### src/rtl/serial_subtractor8.sv
// Bit-serial 8-bit subtractor, LSB first, one bit per clock; D = A - B - Bin.
// Optional macro SUB_OVF_EN adds a registered signed-overflow output Ovf.
module serial_subtractor8 (
  input  logic       Clk,
  input  logic       RstN,
  input  logic       Start,
  input  logic       Bin,
  input  logic [7:0] A,
  input  logic [7:0] B,
  output logic       Busy,
  output logic       Done,
  output logic [7:0] D,
  output logic       Bout
`ifdef SUB_OVF_EN
  ,
  output logic       Ovf
`endif
);

  typedef enum logic [1:0] {
    IDLE  = 2'd0,
    SHIFT = 2'd1,
    DONE  = 2'd2
  } state_t;

  state_t      state_r;
  logic [7:0]  a_r;
  logic [7:0]  b_r;
  logic        br_r;
  logic [2:0]  cnt_r;
  logic [6:0]  diff_sh_r;
  logic        d_bit_s;
  logic        br_next_s;

  function automatic logic diff_bit(input logic a, input logic b, input logic br);
    return a ^ b ^ br;
  endfunction

  function automatic logic borrow_next(input logic a, input logic b, input logic br);
    return (~a & b) | (~(a ^ b) & br);
  endfunction

  // Full-subtractor cell for the operand bit currently at position 0
  always_comb begin
    d_bit_s   = diff_bit(a_r[0], b_r[0], br_r);
    br_next_s = borrow_next(a_r[0], b_r[0], br_r);
  end

  // Control FSM, operand/borrow shift registers and registered result outputs
  always_ff @(posedge Clk or negedge RstN) begin
    if (!RstN) begin
      state_r   <= IDLE;
      a_r       <= 8'h00;
      b_r       <= 8'h00;
      br_r      <= 1'b0;
      cnt_r     <= 3'd0;
      diff_sh_r <= 7'h00;
      Busy      <= 1'b0;
      Done      <= 1'b0;
      D         <= 8'h00;
      Bout      <= 1'b0;
`ifdef SUB_OVF_EN
      Ovf       <= 1'b0;
`endif
    end else begin
      case (state_r)
        IDLE: begin
          Done <= 1'b0;
          if (Start) begin
            a_r     <= A;
            b_r     <= B;
            br_r    <= Bin;
            cnt_r   <= 3'd0;
            Busy    <= 1'b1;
            state_r <= SHIFT;
          end else begin
            Busy    <= 1'b0;
            state_r <= IDLE;
          end
        end
        SHIFT: begin
          a_r       <= {1'b0, a_r[7:1]};
          b_r       <= {1'b0, b_r[7:1]};
          br_r      <= br_next_s;
          diff_sh_r <= {d_bit_s, diff_sh_r[6:1]};
          // Counter wraps 7 -> 0 on the same edge that publishes the result
          cnt_r     <= cnt_r + 3'd1;
          if (cnt_r == 3'd7) begin
            D       <= {d_bit_s, diff_sh_r};
            Bout    <= br_next_s;
`ifdef SUB_OVF_EN
            Ovf     <= br_r ^ br_next_s;
`endif
            Done    <= 1'b1;
            Busy    <= 1'b0;
            state_r <= DONE;
          end else begin
            Done    <= 1'b0;
            Busy    <= 1'b1;
            state_r <= SHIFT;
          end
        end
        DONE: begin
          Done    <= 1'b0;
          Busy    <= 1'b0;
          state_r <= IDLE;
        end
        default: begin
          Done    <= 1'b0;
          Busy    <= 1'b0;
          state_r <= IDLE;
        end
      endcase
    end
  end

endmodule

### config.mk
export PLATFORM = sky130hd
export DESIGN_NAME = serial_subtractor8
export DESIGN_NICKNAME = d
export VERILOG_FILES = /design/src/rtl/serial_subtractor8.sv
export SDC_FILE = /design/constraint.sdc
export NUM_CORES = 1
export LEC_CHECK = 0
export BUFFER_PORTS_ARGS = -buffer_cell sky130_fd_sc_hd__buf_2
export CORE_ASPECT_RATIO = 0.5
export CORE_MARGIN = 4
export CORE_UTILIZATION = 45
export DETAILED_ROUTE_END_ITERATION = 8
export PLACE_DENSITY = 0.77
export SLEW_MARGIN = 15
export SYNTH_ARGS = -nofsm -noshare
export SYNTH_HDL_FRONTEND = slang
export SYNTH_SLANG_ARGS = --single-unit
### constraint.sdc
create_clock -name Clk -period 1.55 [get_ports Clk]
set_clock_uncertainty 0.2 [all_clocks]
set_input_delay 0.31 -clock Clk [delete_from_list [all_inputs] [get_ports Clk]]
set_output_delay 0.31 -clock Clk [all_outputs]
set_load 0.05 [all_outputs]
==> results.yml <==
yosys:
  ys_types: 27
  avgSynthCellArea_um2: 13.5
  ys_ff_latch: 38
  yosys_warnings: 0
  async_flop_share_pct: 100
  syn_inst: 125
  synth_edf_count: 0
  syn-num-nets: 148
  ys.flop_type: "dfrtp_1"
  netlist_area_um2: 1690
  yosysSeqAreaShare_pct: 56.4
job:
  max-cap-violations: 0
critical_path:
  cp.required_ps: 1520
  crit_arrival_ps: 1630
  startpoint: "cnt_r[1]$_DFFE_PN0P_"
  startpoint_type: "flop"
  path_class: "reg -> reg"
  cp_slowest_stage_delay_ps: 400
  crit_fanout: 9
  cp-end-kind: "flop"
  cpMaxStageDelayCell: "dfrtp_1"
  r2r-start: "cnt_r[1]$_DFFE_PN0P_"
  cp_num_buf_inv: 1
  worstPathCellList: "ha_2 > ha_4 > nand3b_1 > buf_12 > mux2_4"
  cpLargestDelayFamily: "flip-flops"
power:
  comb_power_share_pct: 49.0
  p_int_w: 0.00314
  p_leak_nw: 1.07
  p_clk_share_pct: 16.2
  switching_share_pct: 37.5
  p_sw_w: 0.00189
  power_frac_seq_pct: 34.8
  max-vdd-ir-drop_v: 0.000674
  powerDensity_nw_per_um2: 2160
global_routing:
  grt_use_total_pct: 16.1
  grt_pass1_vias: 1245
  grt_max_degree: 20
  grt_antenna_before_repair: 0
  grt_pass1_wl_um: 5930
  grt-ovfl-total: 0
floorplanning:
  coreArea_um2: 3510
  dieArea_um2: 4850
  initial_core_util_pct: 48.0
  io_pins: 31
  die_w_um: 94.5
  die_h_um: 51.3
  std_cell_rows: 15
cts:
  insertion_delay_ps: 280
  htreeDepth: 2
  cts_made_buffers: 5
  clk_root_buffer_cell: "clkbuf_8"
  numClockSinks: 38
  cts_tree: "done"
  cts.path.max_buffers: 2
  clk_pin_slew_ps: 70
cells_and_area:
  nNetsFinal: 195
  finalInstanceArea_um2: 2320
  fin_cells: 224
  final_layout_size_suffix_gt1_share_pct: 59.0
  syn2layout_area_growth_pct: 37.8
  final_common_cell: "dfrtp_1"
  antenna_cells: 0
  final_cell_mix: "dfrtp_1, buf_2, buf_4"
status:
  violations: "setup timing"
  status: "complete, but fails checks"
sta:
  setup_ws_ps: -110
  setup_violations: 10
  tightest_slew_ps: 324
  slew_headroom_pct: 78.2
  timing.fmax_mhz: 603
  final.period_utilization_pct: 107
  rsz0062_at_grt: "true"
  maxSlewViolCount: 0
  hold_viol: 0
  finalWorstPathRequiredPeriod_ps: 1660
routing:
  avgRoutedWirePerCell_um: 16.3
  route.vias.total: 1194
  remaining_drc_errors: 0
  drt_wl_total_um: 3660
  drtAntennaViolNets: 0
  drtIter0Drc: 46
  first_pass_iters: 4
  avgViaCountPerCell: 5.33
placed_design:
  port_buffers: 30
  dp_cells: 210
  placed_cell_area_um2: 2130
  hpwlAfterDp_um: 2570
  place.gp.congestion: 0.706
hold_path:
  hold_class: "in -> reg"
  hold_start: "B[7]"
-- worst register-to-register path: cells and delay by family (launching register included) --
family / cells / cell delay (ps)
and+or+nand+nor: 1 / 130
buffers and inverters: 1 / 150
muxes: 1 / 300
DFF: 1 / 400
adders and majority gates: 2 / 370
-- layer usage --
layer  global-route usage (%)  vias up  wire length (µm)
li1                         -      567                 -
met1                     20.7      596              1660
met2                     25.9       25              1790
met3                     5.29        6               152
met4                     5.02        0                53
met5                        0        -                 0
-- layout make-up --
cell class,count,area [µm²]
clock buffers,7,76.3
clock inverters,1,30.0
fillers,258,1190
inverters,11,41.3
multi-input cells,65,795
flip-flops and latches,38,953
well taps,51,63.8
repair buffers,51,363
-- per-stage QoR --
step           worst slack (ps)  power (W)  setup TNS [ps]  utilization (%)  hold WS (ps)
2_1_floorplan             -98.8    0.00355            -867                -          -186
3_3_place_gp              -39.3    0.00399            -312             60.7          87.8
3_5_place_dp              -78.0    0.00412            -594             60.7           105
4_1_cts                    -101    0.00497            -835             64.5           152
5_1_grt                    -146    0.00534           -1570             66.2           166
6_report                   -110    0.00503            -890             66.2           147
-- path summary, 6_finish.rpt --
kind                            slack [ps]              endpoint  depth (start not counted)
min in group asynchronous              340      D[2]$_DFFE_PN0P_                          3
worst max-delay path                  -110      D[6]$_DFFE_PN0P_                          5
max in group asynchronous              580  state_r[0]$_DFF_PN0_                          3
worst max register to register        -110      D[6]$_DFFE_PN0P_                          5
worst min register to register         310      D[5]$_DFFE_PN0P_                          1
worst min-delay path                   150    b_r[7]$_DFFE_PN0P_                          3
-- registers in the layout, summed over array words and instances, names as in the netlist --
register / cells
a_r: 8
state_r: 1
cnt_r: 3
Done: 1
b_r: 8
diff_sh_r: 7
Bout: 1
D: 8
br_r: 1
-- cell usage after synthesis (all sizes together), types with 2 or more instances --
cell    instances  area (µm²)
dfrtp          38         951
nor4b           8        70.1
o221a           7        78.8
nor2b           2        12.5
or4b            7        70.1
a22o            2        17.5
buf             8        42.5
ha              2        25.0
mux2i           2        20.0
mux2           15         169
inv            11        41.3
a221oi          8        70.1
clkbuf          3        11.3
-- power groups by stage --
| stage | combinational [W] | sequential, W | clock [W] |
|---|---|---|---|
| floorplan | 0.00137 | 0.00218 | 0 |
| global placement | 0.00223 | 0.00176 | 0 |
| detailed placement | 0.00232 | 0.00180 | 0 |
| CTS | 0.00236 | 0.00178 | 0.000830 |
| global route | 0.00265 | 0.00181 | 0.000876 |
| finish | 0.00246 | 0.00175 | 0.000814 |
-- cell families after synthesis --
group | share of synthesized area (%)
buf+inv | 5.64
simple gates | 11.8
fa+ha+maj | 2.67
flops | 56.4
mux | 11.2
compound gates | 12.3
-- timing repair --
action / CTS / global route
resized for setup: 3 / 10
hold buffers: 1 / 0
endpoints found under the hold margin: 38 / 0
gates cloned: 0 / 0
buffers inserted: 1 / 4
endpoints found under the setup margin: 11 / 23
pin swaps: 0 / 1
No activity file was read; power rests on OpenSTA's default activity.
